### src/rtl/adc_sample_packer.sv
// adc_sample_packer: registers NCH demultiplexed ADC channels (two 8-bit
// samples per channel per clk), requantises every sample to 8/4/2/1 bits,
// packs the samples into OUT_W-bit words and buffers them in a DEPTH-word
// first-word-fall-through FIFO. The FIFO is drained with valid/ready.
// A word that finds the FIFO full is dropped. Each drop sets a sticky
// overflow flag and increments a saturating drop counter. The next stored
// word is tagged with out_sof so downstream logic can resynchronise.
module adc_sample_packer #(
    parameter int NCH   = 4,
    parameter int OUT_W = 64,
    parameter int DEPTH = 16,
    parameter int CNT_W = 16
) (
    input  logic                       clk,
    input  logic                       nreset,
    input  logic                       en,
    input  logic [1:0]                 mode,
    input  logic                       clear,
    input  logic [NCH*16-1:0]          din,
    output logic [OUT_W-1:0]           out_data,
    output logic                       out_sof,
    output logic                       out_valid,
    input  logic                       out_ready,
    output logic                       overflow,
    output logic [CNT_W-1:0]           drop_count,
    output logic [$clog2(DEPTH):0]     level
);

    localparam int IN_W = NCH * 16;
    // Beats per word in the narrowest mode (1 bit per sample).
    localparam int RMAX = OUT_W / (NCH * 2);
    localparam int BC_W = $clog2(RMAX);
    localparam int AW   = $clog2(DEPTH);
    localparam logic [AW:0] FULL = DEPTH[AW:0];

    typedef enum logic {
        IDLE = 1'b0,
        RUN  = 1'b1
    } state_t;

    // Keep the top bits of every sample byte. This truncates and does not
    // round. Sample i = c*2+s occupies byte i of the input vector. Its field
    // lands at offset i*bps inside the beat. Unused upper beat bits stay zero.
    function automatic logic [IN_W-1:0] requant(input logic [IN_W-1:0] d,
                                                input logic [1:0]      m);
        logic [IN_W-1:0] r;
        r = '0;
        case (m)
            2'd0: for (int i = 0; i < 2*NCH; i++) r[i*8 +: 8] = d[i*8 +: 8];
            2'd1: for (int i = 0; i < 2*NCH; i++) r[i*4 +: 4] = d[i*8+4 +: 4];
            2'd2: for (int i = 0; i < 2*NCH; i++) r[i*2 +: 2] = d[i*8+6 +: 2];
            default: for (int i = 0; i < 2*NCH; i++) r[i] = d[i*8+7];
        endcase
        return r;
    endfunction

    // Index of the beat that completes a word in the given mode.
    function automatic logic [BC_W-1:0] last_beat(input logic [1:0] m);
        int mi;
        mi = int'(m);
        return BC_W'((RMAX >> (3 - mi)) - 1);
    endfunction

    // OR beat k into the word at bit k*B, where B = NCH*2*bps.
    function automatic logic [OUT_W-1:0] place(input logic [OUT_W-1:0] acc,
                                               input logic [IN_W-1:0]  beat,
                                               input logic [BC_W-1:0]  k,
                                               input logic [1:0]       m);
        int sh;
        sh = int'(k) * (NCH * 2 * (8 >> int'(m)));
        return acc | (OUT_W'(beat) << sh);
    endfunction

    // Saturating increment for the drop counter.
    function automatic logic [CNT_W-1:0] sat_inc(input logic [CNT_W-1:0] c);
        return (c == {CNT_W{1'b1}}) ? c : c + 1'b1;
    endfunction

    state_t               state, state_nxt;
    logic                 en_p0;
    logic [IN_W-1:0]      din_p0;
    logic [1:0]           mode_q, mode_eff;
    logic                 pack, enter, last;
    logic [BC_W-1:0]      beat_cnt;
    logic [OUT_W-1:0]     word_nxt, word_p1;
    logic                 vld_p1;

    logic [OUT_W-1:0]     mem [DEPTH];
    logic [DEPTH-1:0]     sof_mem;
    logic [AW-1:0]        wptr, rptr;
    logic                 resync;
    logic                 rd, wr_ok, drop;

    // Next state. A beat is packed on every cycle that the registered enable
    // is high, and that includes the cycle that enters RUN. On entry the live
    // mode input is used, because it is the value being latched.
    always_comb begin
        state_nxt = state;
        pack      = 1'b0;
        enter     = 1'b0;
        mode_eff  = mode_q;
        case (state)
            IDLE: begin
                if (en_p0) begin
                    state_nxt = RUN;
                    enter     = 1'b1;
                    pack      = 1'b1;
                    mode_eff  = mode;
                end
            end
            RUN: begin
                if (en_p0) pack = 1'b1;
                else       state_nxt = IDLE;
            end
        endcase
    end

    assign last     = (beat_cnt == last_beat(mode_eff));
    assign word_nxt = place((beat_cnt == '0) ? '0 : word_p1,
                            requant(din_p0, mode_eff), beat_cnt, mode_eff);

    // Control pipeline: the enable register, the FSM state, the latched mode,
    // the beat counter and the word-complete valid.
    always_ff @(posedge clk or negedge nreset) begin
        if (!nreset) begin
            state    <= IDLE;
            en_p0    <= 1'b0;
            mode_q   <= 2'd0;
            beat_cnt <= '0;
            vld_p1   <= 1'b0;
        end else begin
            state  <= state_nxt;
            en_p0  <= en;
            if (enter) mode_q <= mode;
            if (pack) beat_cnt <= last ? '0 : beat_cnt + 1'b1;
            else      beat_cnt <= '0;
            vld_p1 <= pack & last;
        end
    end

    // Data pipeline. The input sample register feeds the packing accumulator.
    // The completed word waits here for one cycle while it is written.
    always_ff @(posedge clk) begin
        din_p0 <= din;
        if (pack) word_p1 <= word_nxt;
    end

    assign out_valid = (level != '0);
    assign rd        = out_valid & out_ready;
    // A full FIFO still accepts a word if the head is read on the same edge.
    assign wr_ok     = vld_p1 & ((level < FULL) | rd);
    assign drop      = vld_p1 & ~wr_ok;

    // FIFO bookkeeping: pointers, occupancy, resync tag, overflow and the
    // drop counter. When a drop and clear occur together, the drop wins.
    always_ff @(posedge clk or negedge nreset) begin
        if (!nreset) begin
            wptr       <= '0;
            rptr       <= '0;
            level      <= '0;
            resync     <= 1'b1;
            overflow   <= 1'b0;
            drop_count <= '0;
            sof_mem    <= '0;
        end else begin
            if (wr_ok) begin
                wptr          <= wptr + 1'b1;
                sof_mem[wptr] <= resync;
            end
            if (rd) rptr <= rptr + 1'b1;
            level <= level + {{AW{1'b0}}, wr_ok} - {{AW{1'b0}}, rd};

            if (enter)      resync <= 1'b1;
            else if (wr_ok) resync <= 1'b0;
            else if (drop)  resync <= 1'b1;

            if (drop) begin
                overflow   <= 1'b1;
                drop_count <= clear ? CNT_W'(1) : sat_inc(drop_count);
            end else if (clear) begin
                overflow   <= 1'b0;
                drop_count <= '0;
            end
        end
    end

    // FIFO storage for word payloads.
    always_ff @(posedge clk) begin
        if (wr_ok) mem[wptr] <= word_p1;
    end

    assign out_data = out_valid ? mem[rptr] : '0;
    assign out_sof  = out_valid & sof_mem[rptr];

endmodule

### config.mk
export PLATFORM = sky130hd
export DESIGN_NAME = adc_sample_packer
export DESIGN_NICKNAME = d
export VERILOG_FILES = /design/src/rtl/adc_sample_packer.sv
export SDC_FILE = /design/constraint.sdc
export NUM_CORES = 1
export LEC_CHECK = 0
export CAP_MARGIN = 20
export CORE_MARGIN = 2
export CORE_UTILIZATION = 60
export DETAILED_ROUTE_END_ITERATION = 10
export GPL_TIMING_DRIVEN = 1
export PLACE_DENSITY = 0.78
export SYNTH_ARGS = -nofsm -noshare
export SYNTH_HDL_FRONTEND = slang
export SYNTH_SLANG_ARGS = --single-unit
### constraint.sdc
create_clock -name clk -period 7.9 [get_ports clk]
set_input_delay 1.975 -clock clk [delete_from_list [all_inputs] [get_ports clk]]
set_output_delay 1.975 -clock clk [all_outputs]
set_load 0.01 [all_outputs]
==> results.txt <==
Post-CTS Resized = 0
first-pass GRT wire length = 178 mm
top-count cell post-synth = edfxtp_1
pre-CTS setup slack = 0.892 ns
clock-pin transition on the worst setup and hold timing paths = 0.06 ns
FF-to-FF Start = state
die area = 81,400 um2
max_slew headroom = 11.4%
Final Power = 19.4 mW
TNS Setup = 0 ns
H-tree Lvls = 3
YS warnings = 0
CP Capture Point = word_p1[51]
# clock sinks = 1,207
crit path max fanout = 23
first drt pass iteration count = 7
final net count = 2,602
Antenna Violating Nets Remaining = 0
vias in the first global route = 25,551
XOR/XNOR Fraction of Synth Area = 0.388%
Post-synth EDFFs = 1,088
flops & latches, synth = 1,207
Synth Area in Compound Gates = 2.86%
outcome = completed
PnR worst setup slack = 1.46 ns
Final Max Slew Viols = 0
Bufs on Longest Clock Path = 3
Synth Instances = 2,294
Synth area leaders = edfxtp_1 (69%), mux4_2 (15%), dfrtp_1 (2.8%), dfxtp_1 (2.7%), and2_1 (1.0%)
# port buffers = 158
Sw Share = 29.2%
area grow syn2layout = 14.2%
cell family with most CP delay = compound AO/OA/AOI/OAI gates
P_int = 13.7 mW
Cell Area, Synth = 47,500 um2
Yosys top cell area share = 68.8%
Syn Area/Cell = 20.7 um2
worst path cell trace = clkdlybuf4s50_1 > nand2b_1 > mux2i_2 > buf_4 > inv_2 > nor2_1 > ha_1 > fa_1 > fa_1 > or2_2 > o21ai_2 > nand2_1 > a211oi_2 > a31oi_1 > o31ai_1
largest family of logic cells by synthesized area = multiplexers
sequential fraction of the synthesis area = 74.4%
total grt overflow = 0
GRT Util Overall = 30.6%
RSZ-0062 raised after global routing = no
Most used DFF post-synth = edfxtp_1
CTS tree = built
period utilisation layout = 81.6%
critical path arrival = 6.94 ns
post-synthesis simple-gate area fraction = 3.48%
largest net degree at the start of global routing = 139
fmax = 0.155 GHz
Clk pwr share = 28.0%
Site Rows = 103
Comb power frac = 27.5%
slowest CP cell = a211oi_2
RR Endpoint = word_p1[51]
Post-Synth Adder-Cell Area = 0.865%
post-DP HPWL = 65.4 mm
Buf+Inv Stages, Crit Path = 3
pwr/cell area = 358 nW/um2
Pleak = 17.7 nW
Root Buffer Master = clkbuf_16
CTS buffer count = 114
Final Hold Vio Count = 0
class of the most critical setup path = in2reg
clock skew = 0.0340 ns
Initial Util = 60.4%
Max Cap Violations = 0
DRC = 0
Worst path depth = 15
Iteration-0 DRC Markers = 3,895
Finish-stage setup viols = 0
hold buffer count at CTS = 0
Yosys top cell by area = edfxtp_1
Max IR drop VDD = 0.000324 V
transition time of the tightest slew-check pin = 1.31 ns
via/cell ratio = 6.82
register share of total power = 44.5%
crit path launch type = primary input
Wirelength per Cell = 33.7 um
final instance area = 54,200 um2
placement-stage cell area = 50,500 um2
ys async rst share = 4.56%
initial antenna violation count = 7
core area = 78,600 um2
placer congestion estimate = 0.940
cell mode on critical path = fa_1
Hold Slack = 0.504 ns
Critical Path Start = mode[1]
post-synthesis mux area share = 16.5%
Psw = 5.66 mW
share of layout cells above drive strength 1 = 23.6%
reg2reg path depth = 14
Hold WC Path Type = reg2reg
reg-to-reg slack, setup = 2.42 ns
worst skew pair latency = 0.69 ns
DR vias = 24,917
Post-Syn Nets = 2,396
Final min period = 6.44 ns
most frequent cells after synthesis = edfxtp_1 (1,088), mux4_2 (325), nand2_1 (96)
IO Pins = 159
Die Span Y = 285 um
post-synth cell types = 68
wirelength, routed = 123 mm
CP required = 8.40 ns
Worst path max stage delay = 0.94 ns
crit path capture type = register
post-CTS setup buffer count = 0
Die Width = 285 um
[logic make-up (layout without fill, tap and decap cells)]
family,after synthesis,after routing
AND/OR/NAND/NOR,338,338
adder cells (fa/ha/maj),31,31
XOR/XNOR,21,21
AO/OA/AOI/OAI,182,182
multiplexers,368,368
other,0,2
buffers and inverters,147,452
flip-flops,1207,1207
[power groups by stage]
stage                     Clock (mW)  Combinational [mW]  Sequential, mW
final                           5.44                5.33            8.63
after detailed placement           0                5.25            8.73
after floorplan                    0                3.69            8.23
after CTS                       5.47                5.37            8.61
after global placement             0                5.18            8.65
after global routing            5.70                5.60            8.69
[area by class of cell]
type,count,area (um2)
Clock buffer,157,3190
Timing Repair Buffer,210,2170
Inverter,27,101
Multi-Input combinational cell,940,11500
Tap cell,1050,1310
Clock inverter,58,522
Antenna cell,2,5.00
Fill cell,4679,24400
Sequential cell,1207,35300
[registers in the layout (all words and copies together) (netlist names), 2 cells and up]
name / count
mem: 1024
level: 5
rptr: 4
beat_cnt: 3
mode_q: 2
din_p0: 64
sof_mem: 16
word_p1: 64
drop_count: 16
wptr: 4
[routing by layer]
metal / vias to the layer above / share of wire [%] / track usage (%)
met3: 259 / 10 / 4.95
li1: 9889 / - / -
met5: - / 0.011 / 0
met1: 13002 / 36 / 43.5
met4: 2 / 3.1 / 9.75
met2: 1765 / 50 / 49.7
[worst min path at each step]
stage                startpoint          end  slack, ns  depth (start not counted)
finish              sof_mem[15]  sof_mem[15]       0.50                          1
global route         sof_mem[4]   sof_mem[4]       0.51                          1
CTS                  sof_mem[4]   sof_mem[4]       0.51                          1
detailed placement   sof_mem[4]   sof_mem[4]       0.49                          1
global placement     sof_mem[6]   sof_mem[6]       0.48                          1
floorplan            sof_mem[2]   sof_mem[2]       0.48                          1
[per-stage QoR]
stage               cells  utilization [%]
floorplan            2294                -
global placement     3431             64.2
detailed placement   3433             64.2
CTS                  3648             68.9
global route         3651             68.9
finish               3651             68.9
[cell usage in the layout (no fill, tap or decap), types with 12 or more instances in the layout]
cell,count
ha_1,28
buf_4,35
a21oi_1,17
dfrtp_1,49
edfxtp_1,1088
and2_1,76
nor2_4,12
mux2_2,29
a22oi_1,42
clkdlybuf4s50_1,157
clkinv_2,24
nand3_1,27
nor2_1,68
buf_12,16
o21ai_0,30
clkbuf_16,119
mux4_2,325
dfxtp_1,64
a221o_1,16
clkbuf_1,31
inv_1,24
clkinv_1,20
nand2_1,96
No activity file was read; power rests on OpenSTA's default activity.
